## config.mk

```make
export PLATFORM = sky130hd
export DESIGN_NAME = mc_ctrl_flat
export DESIGN_NICKNAME = d
export VERILOG_FILES = /design/src/rtl/mc_ctrl_pkg.sv /design/src/rtl/mc_ctrl_if.sv /design/src/rtl/mc_ctrl_alu_dec.sv /design/src/rtl/mc_ctrl.sv /design/src/flat_wrapper.sv
export SDC_FILE = /design/constraint.sdc
export NUM_CORES = 1
export LEC_CHECK = 0
export ABC_AREA = 1
export BUFFER_PORTS_ARGS = -buffer_cell sky130_fd_sc_hd__buf_2
export CORE_ASPECT_RATIO = 1.25
export CORE_MARGIN = 2
export CORE_UTILIZATION = 45
export DETAILED_ROUTE_END_ITERATION = 16
export GPL_TIMING_DRIVEN = 0
export PLACE_DENSITY_LB_ADDON = 0.3
export SYNTH_ARGS = -nofsm -noshare
export SYNTH_HDL_FRONTEND = slang
export SYNTH_SLANG_ARGS = --single-unit
```

## constraint.sdc

```tcl
create_clock -name clock -period 1.8 [get_ports clock]
set_input_delay 0.27 -clock clock [delete_from_list [all_inputs] [get_ports clock]]
set_output_delay 0.27 -clock clock [all_outputs]
set_load 0.05 [all_outputs]
```

## src/rtl/mc_ctrl_pkg.sv

```systemverilog
// mc_pkg: shared definitions for the multi-cycle main controller.
//   - state_t    : controller state encodings (0..10, ILLEGAL = 15)
//   - OP_* / FN_*: opcode (IR[31:26]) and R-type funct (IR[5:0]) values
//   - ALU_*      : ALU operation codes driven on aluop
//   - SRCB_* / PCSRC_*: select codes for alu_src_b and pc_src
package mc_pkg;

    typedef enum logic [3:0] {
        S_FETCH    = 4'd0,
        S_DECODE   = 4'd1,
        S_EXEC_R   = 4'd2,
        S_EXEC_I   = 4'd3,
        S_MEM_ADDR = 4'd4,
        S_MEM_RD   = 4'd5,
        S_MEM_WR   = 4'd6,
        S_WB_R     = 4'd7,
        S_WB_MEM   = 4'd8,
        S_BRANCH   = 4'd9,
        S_JUMP     = 4'd10,
        S_ILLEGAL  = 4'd15
    } state_t;

    localparam logic [5:0] OP_RTYPE = 6'b000000;
    localparam logic [5:0] OP_ADDIU = 6'b001001;
    localparam logic [5:0] OP_ORI   = 6'b001101;
    localparam logic [5:0] OP_LUI   = 6'b001111;
    localparam logic [5:0] OP_LW    = 6'b100011;
    localparam logic [5:0] OP_SW    = 6'b101011;
    localparam logic [5:0] OP_BEQ   = 6'b000100;
    localparam logic [5:0] OP_J     = 6'b000010;

    localparam logic [5:0] FN_ADDU  = 6'b100001;
    localparam logic [5:0] FN_SUBU  = 6'b100011;
    localparam logic [5:0] FN_AND   = 6'b100100;
    localparam logic [5:0] FN_OR    = 6'b100101;
    localparam logic [5:0] FN_SLT   = 6'b101010;
    localparam logic [5:0] FN_SLTU  = 6'b101011;

    localparam logic [2:0] ALU_ADD  = 3'd0;
    localparam logic [2:0] ALU_SUB  = 3'd1;
    localparam logic [2:0] ALU_AND  = 3'd2;
    localparam logic [2:0] ALU_OR   = 3'd3;
    localparam logic [2:0] ALU_SLT  = 3'd4;
    localparam logic [2:0] ALU_SLTU = 3'd5;
    localparam logic [2:0] ALU_LUI  = 3'd6;

    localparam logic [1:0] SRCB_BUS_B   = 2'd0;
    localparam logic [1:0] SRCB_FOUR    = 2'd1;
    localparam logic [1:0] SRCB_IMM     = 2'd2;
    localparam logic [1:0] SRCB_IMM_SH2 = 2'd3;

    localparam logic [1:0] PCSRC_ALU     = 2'd0;
    localparam logic [1:0] PCSRC_ALU_OUT = 2'd1;
    localparam logic [1:0] PCSRC_JUMP    = 2'd2;

endpackage

```

## src/rtl/mc_ctrl_if.sv

```systemverilog
// mc_ctrl_if: unified memory port handshake between the controller and memory.
//   mem_req   : access request (controller -> memory)
//   mem_we    : 1 = write, 0 = read, meaningful only while mem_req = 1
//   iord      : address source, 0 = PC, 1 = ALU-out register
//   mem_ready : memory completes the current access this cycle
// Modports: master (controller side), slave (memory side).
interface mc_ctrl_if;

    logic mem_req;
    logic mem_we;
    logic iord;
    logic mem_ready;

    modport master (output mem_req, output mem_we, output iord, input mem_ready);
    modport slave  (input mem_req, input mem_we, input iord, output mem_ready);

endinterface

```

## src/rtl/mc_ctrl_alu_dec.sv

```systemverilog
// mc_alu_dec: combinational ALU-operation decoder for the execute states.
//   op, funct : instruction opcode and R-type function field
//   aluop     : ALU operation for EXEC_R (from funct) or EXEC_I (from op)
//   if_extend : immediate extension mode for I-type ALU instructions
//   legal     : 0 when the op/funct pair is not an implemented ALU instruction
module mc_alu_dec
    import mc_pkg::*;
#(
    parameter int ALUOP_W = 5
) (
    input  logic [5:0]         op,
    input  logic [5:0]         funct,
    output logic [ALUOP_W-1:0] aluop,
    output logic               if_extend,
    output logic               legal
);

    // R-type ops take their operation from funct; the three I-type ALU ops
    // take it from the opcode. ori/lui use zero extension, addiu sign extension.
    always_comb begin
        aluop     = ALUOP_W'(ALU_ADD);
        if_extend = 1'b0;
        legal     = 1'b1;
        case (op)
            OP_RTYPE: begin
                case (funct)
                    FN_ADDU: aluop = ALUOP_W'(ALU_ADD);
                    FN_SUBU: aluop = ALUOP_W'(ALU_SUB);
                    FN_AND:  aluop = ALUOP_W'(ALU_AND);
                    FN_OR:   aluop = ALUOP_W'(ALU_OR);
                    FN_SLT:  aluop = ALUOP_W'(ALU_SLT);
                    FN_SLTU: aluop = ALUOP_W'(ALU_SLTU);
                    default: legal = 1'b0;
                endcase
            end
            OP_ADDIU: begin
                aluop     = ALUOP_W'(ALU_ADD);
                if_extend = 1'b1;
            end
            OP_ORI:  aluop = ALUOP_W'(ALU_OR);
            OP_LUI:  aluop = ALUOP_W'(ALU_LUI);
            default: legal = 1'b0;
        endcase
    end

endmodule

```

## src/rtl/mc_ctrl.sv

```systemverilog
// mc_ctrl: multi-cycle main controller sequencing a shared PC / IR / GPR /
// ALU / unified-memory datapath through fetch, decode, execute, memory and
// writeback states.
//   clock, reset : rising-edge clock, asynchronous active-low reset
//   mem          : memory handshake (mc_ctrl_if.master: mem_req/mem_we/iord out,
//                  mem_ready in)
//   op, funct, zero : instruction fields from the IR and the ALU zero flag
//   ir_write, pc_write, pc_src, reg_write, reg_dst, mem_to_reg,
//   alu_src_a, alu_src_b, if_extend, aluop : datapath controls
//   illegal      : sticky unsupported-instruction flag
//   state        : current state, for debug
// Optional: define MC_CTRL_PERF_EN to add the 32-bit cycle_cnt / instr_cnt
// performance counters.
module mc_ctrl
    import mc_pkg::*;
#(
    parameter int STATE_W = 4,
    parameter int ALUOP_W = 5
) (
    input  logic               clock,
    input  logic               reset,
    mc_ctrl_if.master          mem,
    input  logic [5:0]         op,
    input  logic [5:0]         funct,
    input  logic               zero,
    output logic               ir_write,
    output logic               pc_write,
    output logic [1:0]         pc_src,
    output logic               reg_write,
    output logic               reg_dst,
    output logic               mem_to_reg,
    output logic               alu_src_a,
    output logic [1:0]         alu_src_b,
    output logic               if_extend,
    output logic [ALUOP_W-1:0] aluop,
    output logic               illegal,
    output logic [STATE_W-1:0] state
`ifdef MC_CTRL_PERF_EN
    ,
    output logic [31:0]        cycle_cnt,
    output logic [31:0]        instr_cnt
`endif
);

    state_t             cur;
    logic               mem_ready;
    logic [ALUOP_W-1:0] dec_aluop;
    logic               dec_if_extend;
    logic               dec_legal;
    logic               mem_req;
    logic               mem_we;
    logic               iord;

    assign mem_ready   = mem.mem_ready;
    assign mem.mem_req = mem_req;
    assign mem.mem_we  = mem_we;
    assign mem.iord    = iord;
    assign state       = STATE_W'(cur);

    mc_alu_dec #(
        .ALUOP_W   (ALUOP_W)
    ) u_alu_dec (
        .op        (op),
        .funct     (funct),
        .aluop     (dec_aluop),
        .if_extend (dec_if_extend),
        .legal     (dec_legal)
    );

    // State register and sticky illegal flag. The IR is stable from DECODE
    // until the next FETCH, so op can still steer MEM_ADDR and WB_R.
    // Unused encodings fall into ILLEGAL rather than silently recovering.
    always_ff @(posedge clock or negedge reset) begin
        if (!reset) begin
            cur     <= S_FETCH;
            illegal <= 1'b0;
        end else begin
            case (cur)
                S_FETCH: begin
                    if (mem_ready) cur <= S_DECODE;
                end
                S_DECODE: begin
                    case (op)
                        OP_RTYPE:                 cur <= S_EXEC_R;
                        OP_ADDIU, OP_ORI, OP_LUI: cur <= S_EXEC_I;
                        OP_LW, OP_SW:             cur <= S_MEM_ADDR;
                        OP_BEQ:                   cur <= S_BRANCH;
                        OP_J:                     cur <= S_JUMP;
                        default: begin
                            cur     <= S_ILLEGAL;
                            illegal <= 1'b1;
                        end
                    endcase
                end
                S_EXEC_R: begin
                    if (dec_legal) begin
                        cur <= S_WB_R;
                    end else begin
                        cur     <= S_ILLEGAL;
                        illegal <= 1'b1;
                    end
                end
                S_EXEC_I:   cur <= S_WB_R;
                S_MEM_ADDR: cur <= (op == OP_SW) ? S_MEM_WR : S_MEM_RD;
                S_MEM_RD: begin
                    if (mem_ready) cur <= S_WB_MEM;
                end
                S_MEM_WR: begin
                    if (mem_ready) cur <= S_FETCH;
                end
                S_WB_R, S_WB_MEM, S_BRANCH, S_JUMP: cur <= S_FETCH;
                S_ILLEGAL:  cur <= S_ILLEGAL;
                default: begin
                    cur     <= S_ILLEGAL;
                    illegal <= 1'b1;
                end
            endcase
        end
    end

    // Moore decode of the datapath controls from the current state. Only the
    // FETCH IR/PC loads depend on mem_ready and the branch PC load on zero.
    // The enables are forced low while reset is held, because FETCH (the reset
    // state) would otherwise request memory during reset.
    always_comb begin
        mem_req    = 1'b0;
        mem_we     = 1'b0;
        iord       = 1'b0;
        ir_write   = 1'b0;
        pc_write   = 1'b0;
        pc_src     = PCSRC_ALU;
        reg_write  = 1'b0;
        reg_dst    = 1'b0;
        mem_to_reg = 1'b0;
        alu_src_a  = 1'b0;
        alu_src_b  = SRCB_BUS_B;
        if_extend  = 1'b0;
        aluop      = ALUOP_W'(ALU_ADD);
        case (cur)
            S_FETCH: begin
                mem_req   = 1'b1;
                alu_src_b = SRCB_FOUR;
                ir_write  = mem_ready;
                pc_write  = mem_ready;
            end
            S_DECODE: begin
                alu_src_b = SRCB_IMM_SH2;
                if_extend = 1'b1;
            end
            S_EXEC_R: begin
                alu_src_a = 1'b1;
                alu_src_b = SRCB_BUS_B;
                aluop     = dec_aluop;
            end
            S_EXEC_I: begin
                alu_src_a = 1'b1;
                alu_src_b = SRCB_IMM;
                aluop     = dec_aluop;
                if_extend = dec_if_extend;
            end
            S_WB_R: begin
                reg_write = 1'b1;
                reg_dst   = (op == OP_RTYPE);
            end
            S_MEM_ADDR: begin
                alu_src_a = 1'b1;
                alu_src_b = SRCB_IMM;
                if_extend = 1'b1;
            end
            S_MEM_RD: begin
                mem_req = 1'b1;
                iord    = 1'b1;
            end
            S_MEM_WR: begin
                mem_req = 1'b1;
                mem_we  = 1'b1;
                iord    = 1'b1;
            end
            S_WB_MEM: begin
                reg_write  = 1'b1;
                mem_to_reg = 1'b1;
            end
            S_BRANCH: begin
                alu_src_a = 1'b1;
                alu_src_b = SRCB_BUS_B;
                aluop     = ALUOP_W'(ALU_SUB);
                pc_src    = PCSRC_ALU_OUT;
                pc_write  = zero;
            end
            S_JUMP: begin
                pc_src   = PCSRC_JUMP;
                pc_write = 1'b1;
            end
            default: ;
        endcase
        if (!reset) begin
            mem_req   = 1'b0;
            ir_write  = 1'b0;
            pc_write  = 1'b0;
            reg_write = 1'b0;
        end
    end

`ifdef MC_CTRL_PERF_EN
    logic instr_done;

    // An instruction retires on the edge that returns the FSM to FETCH.
    assign instr_done = (cur == S_WB_R) || (cur == S_WB_MEM) ||
                        (cur == S_BRANCH) || (cur == S_JUMP) ||
                        ((cur == S_MEM_WR) && mem_ready);

    // Free-running counters; cycle_cnt freezes once the controller has
    // locked up in ILLEGAL.
    always_ff @(posedge clock or negedge reset) begin
        if (!reset) begin
            cycle_cnt <= 32'd0;
            instr_cnt <= 32'd0;
        end else begin
            if (cur != S_ILLEGAL) cycle_cnt <= cycle_cnt + 32'd1;
            if (instr_done)       instr_cnt <= instr_cnt + 32'd1;
        end
    end
`endif

endmodule

```

## src/flat_wrapper.sv

```systemverilog
// flat-port wrapper written by rule: the top's interface ports become plain ports
module mc_ctrl_flat import mc_pkg::*;
#(
    parameter int STATE_W = 4,
    parameter int ALUOP_W = 5
)
  (clock, reset, op, funct, zero, ir_write, pc_write, pc_src, reg_write, reg_dst, mem_to_reg, alu_src_a, alu_src_b, if_extend, aluop, illegal, state, mem_mem_req, mem_mem_we, mem_iord, mem_mem_ready);
  mc_ctrl_if mem_i ();
  input  logic clock;
  input  logic reset;
  input  logic [5:0] op;
  input  logic [5:0] funct;
  input  logic zero;
  output logic ir_write;
  output logic pc_write;
  output logic [1:0] pc_src;
  output logic reg_write;
  output logic reg_dst;
  output logic mem_to_reg;
  output logic alu_src_a;
  output logic [1:0] alu_src_b;
  output logic if_extend;
  output logic [ALUOP_W-1:0] aluop;
  output logic illegal;
  output logic [STATE_W-1:0] state;
  output wire logic [$bits(mem_i.mem_req)-1:0] mem_mem_req;
  output wire logic [$bits(mem_i.mem_we)-1:0] mem_mem_we;
  output wire logic [$bits(mem_i.iord)-1:0] mem_iord;
  input wire logic [$bits(mem_i.mem_ready)-1:0] mem_mem_ready;
  assign mem_mem_req = mem_i.mem_req;
  assign mem_mem_we = mem_i.mem_we;
  assign mem_iord = mem_i.iord;
  assign mem_i.mem_ready = mem_mem_ready;
  mc_ctrl #(.STATE_W(STATE_W), .ALUOP_W(ALUOP_W)) u_core (.clock(clock), .reset(reset), .mem(mem_i), .op(op), .funct(funct), .zero(zero), .ir_write(ir_write), .pc_write(pc_write), .pc_src(pc_src), .reg_write(reg_write), .reg_dst(reg_dst), .mem_to_reg(mem_to_reg), .alu_src_a(alu_src_a), .alu_src_b(alu_src_b), .if_extend(if_extend), .aluop(aluop), .illegal(illegal), .state(state));
endmodule
```

==> summary.txt, run 1 <==
Synthesis
  • Number of synthesis warnings: 0
  • Post-synth top cells: inv_1, nand2_1, nor2_1
  • Syn Std Cell Area: approximately 850 µm²
  • Area leader, netlist: dfrtp_1
  • Yosys cell types: 27
  • Yosys top cell area share: between 10 and 15%
  • Seq/Total Area, Yosys: ~15%
  • Leading register cell type out of synthesis: dfrtp_1
  • Async S/R FF share, synth: 100%
  • Number of synthesized flops with an enable pin: 0
  • Syn_area_per_cell: approximately 5.4 µm²
  • Seq cells post-synth: 5
  • Syn Inst Count: ~160
  • Area contributors post-synth: dfrtp_1, inv_1, nand2_1

GRT
  • Total GRT Usage: between 20% and 30%
  • Met2 usage: 45.5%
  • M1 GR Usage: a little under a quarter
  • Initial antenna violation count: 0
  • Overflow after GRT: 0
  • Global routing's busiest layer: met2
  • Grt met3 use: under 10%
  • Vias in the first global route: around 1000
  • Global-route wire length before repair: roughly 4000 µm
  • Largest net degree at the start of global routing: 8

Route
  • Drt via density: ~5.1
  • Final ANT Viol Nets: 0
  • DRT Pass-1 Iters: 4
  • Initial DRC count: 39
  • Post-Route WL: roughly 2700 µm
  • Routed WL per cell: ~12 µm
  • Vias: between 1000 and 1500
  • DRC: 0

CTS
  • Worst-case clock buffer depth: 2
  • Clock sinks: 5
  • TritonCTS Buffers: 3
  • Clk Latency, worst-skew pair: 240 ps
  • Clk pin slew, worst setup/hold paths: 50 ps
  • CTS tree: done
  • Root Driver: clkbuf_4
  • H-Tree Depth: 1

Die
  • Die height: roughly 53 µm
  • Row count: 17
  • Core area: around 1800 µm²
  • Initial core utilization: 48.1%
  • Top Ports: 40
  • Die width: roughly 43 µm
  • Die Area: about 2300 µm²

STA
  • Slew Viols, Final: 0
  • Skew final: just over 6 ps
  • Crit path time final: ~1800 ps
  • Final hold violation count: 0
  • RSZ-0062 raised after global routing: true
  • WHS: about 340 ps
  • Setup TNS: -22.7 ps
  • Crit share post-route: 101%
  • Setup WS post-layout: -22.7 ps
  • F_max: approximately 0.55 GHz
  • Setup Viol. Count Final: 1

Flow run
  • Maxcap violations: 0

Placed design
  • Dpl hpwl: about 2000 µm
  • IO buf count: 37
  • GPL Wtd Cong: 0.909
  • Pre-CTS setup slack: between 30 and 40 ps

Power and ir drop
  • LEAKAGE: about 0.71 nW
  • Peak supply drop: roughly 250 µV
  • Sw Ratio: between 30 and 40%
  • Combinational power share: between 20% and 30%
  • Clk network pwr share: 41.1%
  • Psw: 0.0000976 W
  • PwrDens: between 200 and 250 nW/µm²
  • Seq pwr share: between 30% and 40%
  • Int Power: 0.000224 W

Critical path
  • Crit path largest cell delay: 450 ps
  • Most frequent CP cell: nand2_1
  • Critical path start-end classification: reg2out
  • Type of origin of the critical path: flip-flop
  • WP data required: 1530 ps
  • R2r setup slk: 280 ps
  • Worst-path fanout max: 7
  • Worst path slowest cell: dfrtp_2
  • Worst setup EP type: primary output
  • Critical path, cell by cell: nand2_1, inv_1, nand2_1, nor2_2, clkbuf_4
  • Worst Path Arrival: around 1600 ps

Final layout
  • Final net count: roughly 220
  • Fin util: roughly three quarters
  • Area growth from synthesis to layout: 55.8%
  • Share of post-route cells with drive strength above 1: 48.0%
  • Fillers: 154
  • Footprint of the multi-input gates: between 700 and 800 µm²
  • # diodes: 0
  • Sequential cell area: between 100 and 150 µm²

Run status
  • Status: finished, violations left
  • Failing checks: setup timing

Worst hold path
  • Hold crit path type: in2reg
## area by class of cell
type | count | share of cell area, %
timing repair buffer | 43 | 21.8
multi-input combinational | 114 | 53.0
tap | 19 | 1.80
inverter | 36 | 10.4
sequential | 5 | 9.83
buffer | 2 | 1.13
clock buffer | 4 | 1.98
## metrics by stage
stage	area, µm²	power (W)	instances
floorplan	942	0.000156	157
global route	1320	0.000344	223
detailed placement	1150	0.000187	213
global placement	1150	0.000184	213
finish	1320	0.000322	223
CTS	1230	0.000318	219
## registers in the layout, indices dropped and copies added, names as in the netlist
| name | cells |
|---|---|
| u_core.state | 4 |
| u_core.illegal | 1 |
## layout by cell type (no fill, tap or decap)
cell type       n
and2_4          1
nor3_2          1
nor2_1         21
nand2_2         6
inv_1          27
inv_2           8
a21oi_4         1
o31ai_4         1
buf_8           1
conb_1          2
nand4_1         1
nand3_2         3
o21a_1          1
buf_4           7
o21ai_1         1
o21ai_0         4
a21oi_1         2
o22ai_1         1
o21ai_2         1
nand2_1        29
dfrtp_1         1
nand3_4         1
dlygate4sd3_1   1
clkbuf_4        4
buf_2          28
nor2_2          8
nor2_4         11
clkbuf_1        1
a21oi_2         2
o21bai_1        1
nand3_1        11
inv_4           1
buf_6           7
nand2_4         1
dfrtp_2         4
o211ai_1        2
a31oi_4         1
## final timing paths
path	start	endpoint	cells past startpoint
setup / recovery	u_core.state[1]$_DFFE_PN0P_	reg_dst	5
hold / removal	mem_mem_ready	u_core.state[2]$_DFFE_PN0P_	3
setup reg to reg	u_core.state[1]$_DFFE_PN0P_	u_core.state[3]$_DFFE_PN0P_	8
hold reg to reg	u_core.illegal$_DFFE_PN0P_	u_core.illegal$_DFFE_PN0P_	2
max in group asynchronous	reset	u_core.state[1]$_DFFE_PN0P_	2
min in group asynchronous	reset	u_core.state[0]$_DFFE_PN0P_	2
## power by group through the flow
stage,sequential [W],clock (W),combinational (W)
after floorplan,0.000114,0,0.0000417
after CTS,0.000113,0.000130,0.0000748
after global placement,0.000114,0,0.0000695
final,0.000113,0.000132,0.0000767
after detailed placement,0.000114,0,0.0000730
after global routing,0.000112,0.000145,0.0000867
## worst max-delay path, delay by kind of cell, from the launching register on
family	cells	cell delay [ps]
buf+inv	2	360
simple gates	3	500
flops	1	450
## cell families after synthesis
kind of cell    after synthesis  synth area share [%]
compound gates               18                  13.3
simple gates                 94                  53.9
other cells                   1                 0.441
flops                         5                  14.7
buf+inv                      38                  17.7
## timing repair
item	4_1_cts	5_1_grt
cloned	0	0
pin swaps	0	3
resized for setup	11	23
buffers inserted	1	4
setup endpoints to repair	8	9
endpoints found under the hold margin	5	0
hold buffers	1	0
## routing by layer
metal  share of wire, %  up-vias
met5                  0        -
met4                1.0        0
met3                5.0        4
met2                 58       48
met1                 36      519
li1                   -      569
Note: power is estimated with default switching activity, not from simulation.
==> run 2: changes to the inputs <==
--- a/config.mk
+++ b/config.mk
@@ -13,6 +13,8 @@
 export DETAILED_ROUTE_END_ITERATION = 16
 export GPL_TIMING_DRIVEN = 0
 export PLACE_DENSITY_LB_ADDON = 0.3
+export RECOVER_POWER = 100
 export SYNTH_ARGS = -nofsm -noshare
 export SYNTH_HDL_FRONTEND = slang
+export SYNTH_HIERARCHICAL = 1
 export SYNTH_SLANG_ARGS = --single-unit
==> run 2 against run 1 <==
- the flow now finishes without violations
- synthesized cell count up 15%
- clock skew down 3.6 ps
- largest cell class unchanged
- cell count up 12%
- highest routed layer unchanged
- clock-buffer cell count unchanged
- area after synthesis up 8.7%
- maximum frequency up 2.6%
- sequential power about the same
- register-to-register slack better by 30 ps
==> summary.txt, run 2 <==
Power and ir drop
  • Int Power: 0.000229 W
  • Sw Ratio: between 20% and 30%
  • PwrDens: between 200 and 250 nW/µm²
  • Clk network pwr share: 39.5%
  • Psw: roughly 0.000098 W
  • Peak supply drop: ~180 µV
  • Combinational power share: between 20 and 30%
  • LEAKAGE: ~0.75 nW
  • Seq pwr share: 34.5%

Synthesis
  • Syn Std Cell Area: slightly above 900 µm²
  • Leading register cell type out of synthesis: dfrtp_1
  • Post-synth top cells: nand2_1, inv_1, nor2_1
  • Yosys cell types: 24
  • Async S/R FF share, synth: 100%
  • Area leader, netlist: nand2_1
  • Seq cells post-synth: 5
  • Number of synthesis warnings: 6
  • Most numerous cell in the Yosys netlist: nand2_1
  • Syn_area_per_cell: approximately 5.2 µm²
  • Seq/Total Area, Yosys: a little over an eighth
  • Area contributors post-synth: nand2_1, inv_1, dfrtp_1
  • Yosys top cell area share: 16.3%
  • Number of synthesized flops with an enable pin: 0
  • Syn Inst Count: between 150 and 200

STA
  • Skew final: roughly 2.6 ps
  • F_max: around 0.56 GHz
  • WHS: between 300 and 400 ps
  • Slew Viols, Final: 0
  • Crit share post-route: a little over nine tenths
  • Worst slew margin: between 40% and 50%
  • RSZ-0062 raised after global routing: true
  • Final hold violation count: 0
  • Slew @ Worst Pin: 885 ps
  • Setup Viol. Count Final: 0
  • Crit path time final: 1780 ps

Critical path
  • CP Depth: 7
  • Worst path bufs/invs: 3
  • WP data required: ~1500 ps
  • Critical path, cell by cell: nor2_4, inv_4, nor2_4, inv_2, o21ai_4, o21a_4, buf_8
  • R2r setup slk: 310 ps
  • Crit path from: u_core/state[1]$_DFFE_PN0P_
  • Worst Setup EP: if_extend
  • Worst path slowest cell: dfrtp_2
  • Worst-path fanout max: 6
  • R2R cell count: 8
  • Worst setup EP type: primary output
  • Critical path start-end classification: reg2out
  • Most frequent CP cell: nor2_4
  • Worst Path Arrival: around 1500 ps
  • Crit path largest cell delay: 480 ps
  • Reg-to-reg critical path endpoint: u_core/state[0]$_DFFE_PN0P_
  • Delay-heaviest family, CP: flip-flops
  • R2R Path Start: u_core/state[1]$_DFFE_PN0P_
  • Type of origin of the critical path: flip-flop

CTS
  • H-Tree Depth: 1
  • CTS tree: done
  • Clk Latency, worst-skew pair: 240 ps
  • Root Driver: clkbuf_4
  • Worst-case clock buffer depth: 2
  • TritonCTS Buffers: 3
  • Clk pin slew, worst setup/hold paths: roughly 50 ps
  • Clock sinks: 5

Final layout
  • Final net count: roughly 250
  • # diodes: 0
  • Most frequent cells in the layout: nand2_1, inv_1, buf_2, nor2_1, nand3_1
  • Area growth from synthesis to layout: 49.1%
  • Fin cells: approximately 250
  • Share of post-route cells with drive strength above 1: just under 40%
  • Max reg flops: 4
  • Most common cell after layout, fill and taps aside: nand2_1

Route
  • DRT Pass-1 Iters: 4
  • DRC: 0
  • Initial DRC count: 32
  • Post-Route WL: 2680 µm
  • Routed WL per cell: 10.8 µm
  • Drt via density: ~5.0
  • Final ANT Viol Nets: 0
  • Vias: ~1300

Placed design
  • GPL Wtd Cong: between 0.8 and 0.9
  • IO buf count: 37
  • Dpl hpwl: around 2100 µm
  • Placed Cells: between 200 and 250

GRT
  • Initial antenna violation count: 0
  • Vias in the first global route: between 1000 and 1500
  • Largest net degree at the start of global routing: 10
  • Overflow after GRT: 0
  • Global-route wire length before repair: about 4200 µm
  • Total GRT Usage: around 22%

Die
  • Top Ports: 40
  • Die height: 54.6 µm
  • Die Area: 2430 µm²
  • Core area: between 1500 and 2000 µm²
  • Row count: 18
  • Die width: between 40 and 50 µm
  • Initial core utilization: a little under half

Worst hold path
  • Hold crit path type: in2reg

Flow run
  • Maxcap violations: 0

Run status
  • Status: complete, no violations
run 2: power groups by stage:
stage	Sequential (W)	Combinational (W)	Clock [W]
after floorplan	0.000114	0.0000441	0
after global placement	0.000114	0.0000778	0
after detailed placement	0.000114	0.0000817	0
after CTS	0.000113	0.0000836	0.000131
after global routing	0.000112	0.0000964	0.000145
final	0.000113	0.0000848	0.000129
run 2: worst min-delay path by stage:
stage	slack, ps	endpoint	depth (start not counted)	startpoint
after floorplan	-30	u_core/illegal$_DFFE_PN0P_	0	reset
after global placement	100	u_core/illegal$_DFFE_PN0P_	1	reset
after detailed placement	110	u_core/illegal$_DFFE_PN0P_	1	reset
after CTS	330	u_core/state[2]$_DFFE_PN0P_	3	mem_mem_ready
after global routing	340	u_core/state[2]$_DFFE_PN0P_	3	mem_mem_ready
final	350	u_core/state[2]$_DFFE_PN0P_	3	mem_mem_ready
run 2: layout make-up:
type | count | area, µm²
inverter | 41 | 160
clock buffer | 4 | 26.3
multi-input combinational | 131 | 726
fill | 187 | 583
timing repair buffer | 46 | 294
buffer | 2 | 15.0
sequential | 5 | 130
tap | 20 | 25.0
run 2: metrics by stage:
stage	cell area [µm²]	setup WS (ps)	util [%]	total power (W)	setup TNS, ps
global placement	1220	132	62.4	0.000192	0
finish	1380	22.9	70.2	0.000327	0
floorplan	1010	-76.7	-	0.000159	-280
CTS	1290	4.87	65.9	0.000328	0
global route	1380	-43.4	70.2	0.000354	-105
detailed placement	1220	100	62.4	0.000196	0
run 2: routing by layer:
metal	vias up	share of wire (%)	wire length, µm	track usage, %
li1	648	-	-	-
met1	551	40	1080	25.1
met2	45	53	1420	44.7
met3	6	5.1	137	1.32
met4	0	1.2	33	3.03
met5	-	0	0	0
run 2: worst reg2reg max path: cells and delay by family (launching register included):
kind | cells | cell delay [ps]
DFF | 1 | 480
AOI/OAI and AO/OA | 1 | 220
and+or+nand+nor | 6 | 490
buffers and inverters | 1 | 180
run 2: logic make-up (layout without fill, tap and decap cells):
group           count (synthesis)  in the layout  synth area share (%)
simple gates                  112            112                  56.2
flops                           5              5                  13.6
other cells                     1              2                 0.406
compound gates                 17             17                  10.7
buf+inv                        44             93                  19.1
run 2: repair_timing:
item                       CTS  global route
resized for setup            9            15
pin swaps                    0             3
hold buffers                 1             0
setup endpoints to repair   10             9
buffers inserted             0             8
hold endpoints to repair     5             0
